===== config.mk =====
export PLATFORM = sky130hd
export DESIGN_NAME = lock_sig_avg
export DESIGN_NICKNAME = d
export VERILOG_FILES = /design/src/rtl/lock_sig_avg.sv
export SDC_FILE = /design/constraint.sdc
export NUM_CORES = 1
export LEC_CHECK = 0
export CORE_MARGIN = 2
export CORE_UTILIZATION = 45
export DETAILED_ROUTE_END_ITERATION = 8
export GPL_TIMING_DRIVEN = 0
export PLACE_DENSITY_LB_ADDON = 0.08
export SLEW_MARGIN = 20
export SYNTH_ARGS = -nofsm -noshare
export SYNTH_HDL_FRONTEND = slang
export SYNTH_SLANG_ARGS = --single-unit

===== constraint.sdc =====
create_clock -name clk -period 14.2 [get_ports clk]
set_clock_uncertainty 0.05 [all_clocks]
set_input_delay 2.13 -clock clk [delete_from_list [all_inputs] [get_ports clk]]
set_output_delay 2.13 -clock clk [all_outputs]
set_load 0.005 [all_outputs]

===== src/rtl/lock_sig_avg.sv =====
// lock_sig_avg: turns the raw ADC word stream into one averaged,
// offset-binary lock-signal value per averaging block.
//
// For every accepted calibration pulse the block waits D cycles, then takes
// the unsigned maximum of one offset-binary lane over W consecutive samples.
// 2^L of those per-pulse maxima are summed and shifted down by L to produce
// avg_out with a one-cycle avg_valid strobe.
//
// Config write bus layout on gpio_in:
//   [31]    write strobe (a register loads while this is high and the
//           address matches)
//   [30:24] register address
//   [23:16] reserved
//   [15:0]  write data
// Registers: BASE_ADDR+0 delay_cycles[15:0], +1 lane_sel[3:0],
//            +2 log2_avgs[3:0], +3 window_len[7:0].
module lock_sig_avg #(
  parameter int unsigned BASE_ADDR    = 0,
  parameter int unsigned LANES        = 16,
  parameter int unsigned SAMPLE_W     = 16,
  parameter int unsigned MAX_LOG2_AVG = 8
) (
  input  logic                      clk,
  input  logic                      rst,
  input  logic [31:0]               gpio_in,
  input  logic [LANES*SAMPLE_W-1:0] adc_data_in,
  input  logic                      pulse_trig,
  input  logic                      enable,
  output logic [SAMPLE_W-1:0]       pulse_val,
  output logic                      pulse_valid,
  output logic [SAMPLE_W-1:0]       avg_out,
  output logic                      avg_valid,
  output logic                      busy,
  output logic                      overrun
);

  localparam int unsigned LANE_W = (LANES > 1) ? $clog2(LANES) : 1;
  localparam int unsigned ACC_W  = SAMPLE_W + MAX_LOG2_AVG;
  localparam int unsigned CNT_W  = MAX_LOG2_AVG + 1;

  localparam logic [3:0]          MAX_L    = 4'(MAX_LOG2_AVG);
  localparam logic [SAMPLE_W-1:0] SIGN_BIT = {1'b1, {(SAMPLE_W-1){1'b0}}};

  localparam logic [6:0] ADDR_DELAY = 7'(BASE_ADDR);
  localparam logic [6:0] ADDR_LANE  = 7'(BASE_ADDR + 1);
  localparam logic [6:0] ADDR_LOG2  = 7'(BASE_ADDR + 2);
  localparam logic [6:0] ADDR_WIN   = 7'(BASE_ADDR + 3);

  localparam logic [1:0] ST_IDLE   = 2'd0;
  localparam logic [1:0] ST_DELAY  = 2'd1;
  localparam logic [1:0] ST_WINDOW = 2'd2;

  // Config bus fields
  logic        cfg_wr;
  logic [6:0]  cfg_addr;
  logic [15:0] cfg_data;
  logic        unused_gpio_bits;

  assign cfg_wr           = gpio_in[31];
  assign cfg_addr         = gpio_in[30:24];
  assign cfg_data         = gpio_in[15:0];
  assign unused_gpio_bits = ^gpio_in[23:16];

  // Config registers
  logic [15:0]       cfg_delay_q, cfg_delay_d;
  logic [LANE_W-1:0] cfg_lane_q,  cfg_lane_d;
  logic [3:0]        cfg_log2_q,  cfg_log2_d;
  logic [7:0]        cfg_win_q,   cfg_win_d;

  // Capture FSM and per-pulse latched settings
  logic [1:0]        state_q,   state_d;
  logic [15:0]       dly_cnt_q, dly_cnt_d;
  logic [7:0]        win_cnt_q, win_cnt_d;
  logic [7:0]        win_len_q, win_len_d;
  logic [LANE_W-1:0] lane_q,    lane_d;
  logic [3:0]        log2_q,    log2_d;
  logic [SAMPLE_W-1:0] max_q,   max_d;

  // Averaging state
  logic [ACC_W-1:0]  acc_q,       acc_d;
  logic [CNT_W-1:0]  pulse_cnt_q, pulse_cnt_d;

  // Output registers
  logic [SAMPLE_W-1:0] pulse_val_q,   pulse_val_d;
  logic                pulse_valid_q, pulse_valid_d;
  logic [SAMPLE_W-1:0] avg_out_q,     avg_out_d;
  logic                avg_valid_q,   avg_valid_d;
  logic                overrun_q,     overrun_d;

  // Derived values
  logic [15:0]         eff_delay;
  logic [7:0]          eff_win;
  logic [3:0]          eff_log2;
  logic [SAMPLE_W-1:0] lane_words [LANES];
  logic [SAMPLE_W-1:0] sample_off;
  logic [SAMPLE_W-1:0] win_max;
  logic [CNT_W-1:0]    blk_len;
  logic [CNT_W-1:0]    pulse_cnt_inc;
  logic [ACC_W-1:0]    acc_sum;
  logic                win_last;

  // Config register write decode: each register loads when its address is strobed
  always_comb begin
    cfg_delay_d = cfg_delay_q;
    cfg_lane_d  = cfg_lane_q;
    cfg_log2_d  = cfg_log2_q;
    cfg_win_d   = cfg_win_q;
    if (cfg_wr) begin
      if (cfg_addr == ADDR_DELAY) cfg_delay_d = cfg_data;
      if (cfg_addr == ADDR_LANE)  cfg_lane_d  = cfg_data[LANE_W-1:0];
      if (cfg_addr == ADDR_LOG2)  cfg_log2_d  = cfg_data[3:0];
      if (cfg_addr == ADDR_WIN)   cfg_win_d   = cfg_data[7:0];
    end
  end

  // Effective settings: zero delay/window act as one, averaging count clamps
  always_comb begin
    eff_delay = (cfg_delay_q == 16'd0) ? 16'd1 : cfg_delay_q;
    eff_win   = (cfg_win_q == 8'd0) ? 8'd1 : cfg_win_q;
    eff_log2  = (cfg_log2_q > MAX_L) ? MAX_L : cfg_log2_q;
  end

  // Split the ADC word into lanes so the latched lane index can pick one
  always_comb begin
    for (int i = 0; i < int'(LANES); i++) begin
      lane_words[i] = adc_data_in[i*SAMPLE_W +: SAMPLE_W];
    end
  end

  // Window datapath: offset-binary conversion, running max, block arithmetic
  always_comb begin
    sample_off    = lane_words[lane_q] ^ SIGN_BIT;
    win_max       = ((win_cnt_q == 8'd0) || (sample_off > max_q)) ? sample_off : max_q;
    win_last      = (win_cnt_q == (win_len_q - 8'd1));
    blk_len       = CNT_W'(1) << log2_q;
    pulse_cnt_inc = pulse_cnt_q + CNT_W'(1);
    acc_sum       = acc_q + ACC_W'(win_max);
  end

  // Capture FSM, accumulator and output strobes
  always_comb begin
    state_d       = state_q;
    dly_cnt_d     = dly_cnt_q;
    win_cnt_d     = win_cnt_q;
    win_len_d     = win_len_q;
    lane_d        = lane_q;
    log2_d        = log2_q;
    max_d         = max_q;
    acc_d         = acc_q;
    pulse_cnt_d   = pulse_cnt_q;
    pulse_val_d   = pulse_val_q;
    pulse_valid_d = 1'b0;
    avg_out_d     = avg_out_q;
    avg_valid_d   = 1'b0;
    overrun_d     = overrun_q;

    if (!enable) begin
      state_d     = ST_IDLE;
      acc_d       = '0;
      pulse_cnt_d = '0;
      overrun_d   = 1'b0;
    end else begin
      case (state_q)
        ST_IDLE: begin
          if (pulse_trig) begin
            dly_cnt_d = eff_delay - 16'd1;
            win_len_d = eff_win;
            lane_d    = cfg_lane_q;
            win_cnt_d = 8'd0;
            if (pulse_cnt_q == '0) log2_d = eff_log2;
            state_d   = (eff_delay == 16'd1) ? ST_WINDOW : ST_DELAY;
          end
        end

        ST_DELAY: begin
          if (pulse_trig) overrun_d = 1'b1;
          dly_cnt_d = dly_cnt_q - 16'd1;
          if (dly_cnt_q == 16'd1) state_d = ST_WINDOW;
        end

        ST_WINDOW: begin
          if (pulse_trig) overrun_d = 1'b1;
          max_d     = win_max;
          win_cnt_d = win_cnt_q + 8'd1;
          if (win_last) begin
            state_d       = ST_IDLE;
            pulse_val_d   = win_max;
            pulse_valid_d = 1'b1;
            if (pulse_cnt_inc == blk_len) begin
              avg_out_d   = SAMPLE_W'(acc_sum >> log2_q);
              avg_valid_d = 1'b1;
              acc_d       = '0;
              pulse_cnt_d = '0;
            end else begin
              acc_d       = acc_sum;
              pulse_cnt_d = pulse_cnt_inc;
            end
          end
        end

        default: state_d = ST_IDLE;
      endcase
    end
  end

  // All state registers with asynchronous active-low reset
  always_ff @(posedge clk or negedge rst) begin
    if (!rst) begin
      cfg_delay_q   <= '0;
      cfg_lane_q    <= '0;
      cfg_log2_q    <= '0;
      cfg_win_q     <= '0;
      state_q       <= ST_IDLE;
      dly_cnt_q     <= '0;
      win_cnt_q     <= '0;
      win_len_q     <= '0;
      lane_q        <= '0;
      log2_q        <= '0;
      max_q         <= '0;
      acc_q         <= '0;
      pulse_cnt_q   <= '0;
      pulse_val_q   <= '0;
      pulse_valid_q <= 1'b0;
      avg_out_q     <= '0;
      avg_valid_q   <= 1'b0;
      overrun_q     <= 1'b0;
    end else begin
      cfg_delay_q   <= cfg_delay_d;
      cfg_lane_q    <= cfg_lane_d;
      cfg_log2_q    <= cfg_log2_d;
      cfg_win_q     <= cfg_win_d;
      state_q       <= state_d;
      dly_cnt_q     <= dly_cnt_d;
      win_cnt_q     <= win_cnt_d;
      win_len_q     <= win_len_d;
      lane_q        <= lane_d;
      log2_q        <= log2_d;
      max_q         <= max_d;
      acc_q         <= acc_d;
      pulse_cnt_q   <= pulse_cnt_d;
      pulse_val_q   <= pulse_val_d;
      pulse_valid_q <= pulse_valid_d;
      avg_out_q     <= avg_out_d;
      avg_valid_q   <= avg_valid_d;
      overrun_q     <= overrun_d;
    end
  end

  assign pulse_val   = pulse_val_q;
  assign pulse_valid = pulse_valid_q;
  assign avg_out     = avg_out_q;
  assign avg_valid   = avg_valid_q;
  assign busy        = (state_q != ST_IDLE);
  assign overrun     = overrun_q;

endmodule


==> results of run 1 <==
## cell families after synthesis
kind of cell | share of synthesized area [%]
buf+inv | 4.246
fa+ha+maj | 4.581
simple gates | 15.50
flops | 31.06
xor+xnor | 3.440
compound gates | 16.89
mux | 24.28
## layer usage
layer,vias to the layer above,part of all wire [%],global-route usage (%)
met4,0,2.8,10.49
met2,504,50,56.71
li1,5598,-,-
met5,-,0,0
met1,6019,42,42.19
met3,73,5.6,3.708
## per-stage QoR
stage                     instance area [um^2]  hold slack (ps)  worst slack, ps
after detailed placement                 16430            406.8             4509
after global placement                   16390            406.4             4299
final                                    17050            416.3             4742
after CTS                                17040            423.3             4905
after global routing                     17050            448.0             4470
after floorplan                          12730            406.3             6160
## worst paths after layout
kind / start / end
max: adc_data_in[219] / avg_out[0]$_DFFE_PN0P_
min: avg_out[4]$_DFFE_PN0P_ / avg_out[4]$_DFFE_PN0P_
max reg2reg: lane_q[0]$_DFFE_PN0P_ / avg_out[0]$_DFFE_PN0P_
min reg2reg: avg_out[4]$_DFFE_PN0P_ / avg_out[4]$_DFFE_PN0P_
max in group asynchronous: rst / win_cnt_q[2]$_DFFE_PN0P_
min in group asynchronous: rst / pulse_val[14]$_DFFE_PN0P_
## cells in the mapped netlist (7+ instances only)
master and number:
dfrtp_1 158, nand2_1 115, mux2_2 97, o21ai_0 86, mux4_2 82, nor2_1 75
a21oi_1 65, clkbuf_1 56, ha_1 45, inv_1 42, nand3_1 36, nor3_1 34
xor2_1 26, xnor2_1 24, a211oi_1 19, nand2b_1 17, nand4_1 16, nor2b_1 15
or3_1 15, buf_2 14, mux2i_1 14, o211ai_1 14, a21o_1 13, and3_1 12
buf_1 12, a22o_1 9, nor4_1 9, o22ai_1 9, or4_1 9, a31oi_1 8
o31ai_1 8, or2_2 7
## critical path, cell delays in order
cell and delay (ps):
clkdlybuf4s50_1 510, mux4_2 510, mux4_2 530, ha_1 330, nand4_1 130, nor2_1 120
nand3_1 100, o21bai_1 160, o211ai_1 260, a32o_1 170, clkbuf_1 380, buf_1 540
mux2_2 440, ha_1 220, fa_1 440, a211oi_2 250, o211ai_1 200, a21oi_1 350
xnor2_1 210, a2111oi_0 720, a31oi_1 200, a21boi_0 460, a211oi_1 180, a21o_1 180
## cell type report
cell class | count | area, um^2 | area share, %
inverter | 48 | 180.2 | 1.057
multi-input combinational | 1000 | 8234 | 48.30
clock inverter | 15 | 190.2 | 1.116
buffer | 87 | 360.3 | 2.114
antenna | 2 | 5.005 | 0.02936
tap | 378 | 473.0 | 2.774
clock buffer | 17 | 425.4 | 2.495
timing repair buffer | 320 | 3226 | 18.92
sequential | 158 | 3954 | 23.19
## power by group through the flow
stage | clock (W) | combinational (W) | sequential [W]
floorplan | 0 | 0.000738 | 0.000616
global placement | 0 | 0.00114 | 0.000628
detailed placement | 0 | 0.00115 | 0.000632
CTS | 0.000491 | 0.00116 | 0.000624
global route | 0.000511 | 0.00128 | 0.000639
finish | 0.000486 | 0.00117 | 0.000626
## state kept, by name (all words and copies together) (netlist names), 9 cells and up
| name | count |
|---|---|
| pulse_cnt_q | 9 |
| dly_cnt_q | 16 |
| acc_q | 24 |
| avg_out | 16 |
| max_q | 16 |
| cfg_delay_q | 16 |
| pulse_val | 16 |
==> run summary, run 1 <==
Post-synth EDFFs: 0
fraction of registers with async set/reset: 100.0%
initial antenna violation count: 3
DR vias/cell: 6.022
CP Max Fanout: 10
outcome: completed
RSZ-0062 raised after global routing: false
largest area contributor in the synthesized netlist: dfrtp_1
post-synth cell types: 87
filler-free cell count of the finished design: 2,025
die width: 172.2 um
sw frac: 40.92%
Slew HR: 32.09%
largest net degree at the start of global routing: 99
full die area: 29,650 um^2
Die Ht: 172.2 um
fin. max-slew vios: 0
Crit Path Class: input port to register
min Tclk post-route: 9458 ps
commonest non-fill, non-tap cell in the layout: clkdlybuf4s50_1
Seq cells post-synth: 158
setup slack, reg-to-reg: 5190 ps
final period utilization: 66.61%
Internal Pwr Total: 0.001351 W
first-pass GRT wire length: 71,820 um
combinational share of power: 51.4%
register share of total power: 27.4%
fill count: 2,367
Port-buffer cells: 319
synth top area cells: dfrtp_1, mux4_2, mux2_2
dpl hpwl: 38,950 um
Post-Syn Instances: 1,293
setup bufs post-CTS: 0
antenna viol nets, final: 0
cells on worst reg2reg path: 25
total grt overflow: 0
final core occ: 61.36%
DRC viols: 0
vias in the first global route: 12,012
worst hold path class: register to register
GPL Wtd Cong: 0.9539
CTS sink cnt: 158
WHS Path Cells: 2
fmax: 0.1057 GHz
Worst-path clk slew: 70 ps
Switch Pwr: 0.0009356 W
synthesized area: 12,730 um^2
clock tree buffer depth: 2
clock share of power: 21.3%
Sum Neg Setup Slack: 0 ps
Avg Synthesized Cell Area: 9.844 um^2
ys flop type: dfrtp_1
Placement Rows: 61
Seq/Total Area, Yosys: 31.06%
Cells after DPL: 1,991
DRT Pass-1 Iters: 5
H-tree Lvls: 4
Final Setup Violations: 0
required time worst endpoint: 14,480 ps
Initial DRC Count: 1,108
Final Hold Viols: 0
Synth Warn #: 0
commonest non-fill, non-tap cells in the layout: clkdlybuf4s50_1, dfrtp_1, nand2_1, mux2_2, o21ai_0
Initial Util: 45.82%
power per cell area: 134.1 nW/um^2
Worst-Margin Slew: 1011 ps
GR Util All Layers: 32.49%
I/O pins: 328
leakage power: 6.853 nW
startpoint types: input port
Synth Net Count: 1,631
Peak VDD IR: 94.46 uV
Root Buffer: clkbuf_16
Area Overhead vs Synth: 33.93%
Power Total: 0.002287 W
worst path arrival time: 9740 ps
DRT Wirelength: 47,750 um
later-pin clock latency in the skew report: 440 ps
final net count: 1,970
Via Count: 12,194
top-area cell type share of the netlist area: 31.06%
share of layout cells above drive strength 1: 15.93%
Max Cap Viol: 0
type of destination of the critical path: register
TritonCTS clock tree: built
Hold Buf Count CTS: 0
CTS buffer count: 17
post_cts resized: 0
detailed-route wire length per cell: 23.58 um
CORE AREA: 27,780 um^2
Note: power is estimated with default switching activity, not from simulation.
==> run 2, diff against run 1 <==
clock period = 9.2 ns   (was 14.2 ns; I/O delays follow)
==> run 2 against run 1 <==
Worst setup slack worse by 4300 ps; clock power is 54% higher; hold slack is essentially flat; design area hardly changed; utilization hardly changed; flip-flop and latch count unchanged; final cell count stayed put; combinational power is 55% higher; critical path depth grew 1.
==> run summary, run 2 (synthesis results as in run 1) <==
outcome: completed
type of destination of the critical path: register
largest net degree at the start of global routing: 99
total grt overflow: 0
commonest non-fill, non-tap cells in the layout: clkdlybuf4s50_1, dfrtp_1, nand2_1, mux2_2, o21ai_0
DRT Pass-1 Iters: 8
first-pass GRT wire length: 71,820 um
Area Overhead vs Synth: 33.96%
Die Ht: 172.2 um
Slew HR: 32.02%
dpl hpwl: 38,950 um
GR Util All Layers: 32.49%
antenna viol nets, final: 0
later-pin clock latency in the skew report: 440 ps
RSZ-0062 raised after global routing: false
max FFs per register: 24
Peak VDD IR: 144.7 uV
vias in the first global route: 12,012
Sum Neg Setup Slack: 0 ps
fmax: 0.1145 GHz
multi-input gate area in the final layout: 8234 um^2
leakage power: 6.863 nW
die width: 172.2 um
initial antenna violation count: 3
register name with the most flops: acc_q
CTS sink cnt: 158
Initial DRC Count: 1,155
worst path arrival time: 9020 ps
Final Setup Violations: 0
Reg area: 3954 um^2
final net count: 1,970
startpoint types: input port
worst hold path class: register to register
Initial Util: 45.82%
Via Count: 12,243
CP Max Fanout: 10
Worst-path clk slew: 70 ps
Placement Rows: 61
commonest non-fill, non-tap cell in the layout: clkdlybuf4s50_1
Power Total: 0.003525 W
CTS buffer count: 17
share of layout cells above drive strength 1: 16.11%
TritonCTS clock tree: built
Max Cap Viol: 0
final period utilization: 94.97%
DRT Wirelength: 47,660 um
DR vias/cell: 6.046
clock tree buffer depth: 2
detailed-route wire length per cell: 23.54 um
GPL Wtd Cong: 0.9539
full die area: 29,650 um^2
Worst-Margin Slew: 1012 ps
power per cell area: 206.7 nW/um^2
min Tclk post-route: 8737 ps
Root Buffer: clkbuf_16
required time worst endpoint: 9480 ps
worst hold slack: 416.4 ps
CORE AREA: 27,780 um^2
DRC viols: 0
fill count: 2,368
Crit Path Class: input port to register
Port-buffer cells: 319
H-tree Lvls: 4
Final Hold Viols: 0
final core occ: 61.38%
fin. max-slew vios: 0
I/O pins: 328
run 2: cell types whose count changed in the layout (fill, tap and decap cells not counted):
cell	delta
buf_1	-3
clkbuf_2	+3
run 2: area by class of cell:
cell class                 count  share of cell area (%)
tap                          378                   2.774
clock inverter                15                   1.115
inverter                      48                   1.057
multi-input combinational   1000                   48.29
buffer                        87                   2.135
antenna                        2                 0.02935
sequential                   158                   23.19
clock buffer                  17                   2.495
timing repair buffer         320                   18.92
run 2: repair_timing:
action	4_1_cts	5_1_grt
buffers inserted	0	0
hold buffers	0	0
resized for setup	0	6
setup endpoints to repair	0	6
run 2: path summary, 6_finish.rpt:
kind | startpoint | endpoint | slack (ps) | depth (start not counted)
worst max register to register | lane_q[0]$_DFFE_PN0P_ | avg_out[0]$_DFFE_PN0P_ | 480 | 26
worst min register to register | avg_out[4]$_DFFE_PN0P_ | avg_out[4]$_DFFE_PN0P_ | 420 | 2
worst min-delay path | avg_out[4]$_DFFE_PN0P_ | avg_out[4]$_DFFE_PN0P_ | 420 | 2
worst max-delay path | adc_data_in[97] | avg_out[0]$_DFFE_PN0P_ | 460 | 25
min in group asynchronous | rst | pulse_val[14]$_DFFE_PN0P_ | 820 | 1
max in group asynchronous | rst | max_q[2]$_DFFE_PN0P_ | 7420 | 2
run 2: layer usage:
metal	GRT usage [%]	part of all wire [%]	routed length, um	vias to the layer above
met1	42.19	41	19730	6054
li1	-	-	-	5598
met4	10.49	2.9	1400	0
met3	3.708	6.1	2902	72
met5	0	0	0	-
met2	56.71	50	23630	519
run 2: through the flow:
stage	instance area, um^2	worst slack, ps	instances
after floorplan	12730	1910	1293
after global placement	16390	48.64	1990
after detailed placement	16430	258.8	1991
final	17050	462.9	2025
after global routing	17050	30.95	2024
after CTS	17040	296.6	2023
run 2: critical path, stage by stage:
cell and delay (ps):
clkdlybuf4s50_1 530, mux4_2 540, mux4_2 530, ha_1 320
nor2b_1 140, o21a_1 110, o21ai_0 60, nand2b_1 70
a211oi_1 70, o211ai_1 270, a32o_1 170, clkbuf_1 370
buf_1 550, mux2_2 440, ha_1 220, fa_1 440
a211oi_2 250, o211ai_1 190, a21oi_1 350, xnor2_1 210
a2111oi_0 740, a31oi_1 200, a21boi_0 490, a211oi_1 180
a21o_1 180
run 2: power by group:
group / internal, W / switching [W] / total [W] / leakage [nW]
logic: 0.000847 / 0.000963 / 0.00181 / 4.47
registers: 0.000846 / 0.000121 / 0.000967 / 2.10
clock network: 0.000393 / 0.000355 / 0.000748 / 0.294
total: 0.00209 / 0.00144 / 0.00352 / 6.86
==> run 3, diff against run 2 <==
CTS_CLUSTER_SIZE = 24   (was not set)
==> results of run 3 <==
Final layout, timing and power as in run 2 (identical DEF).
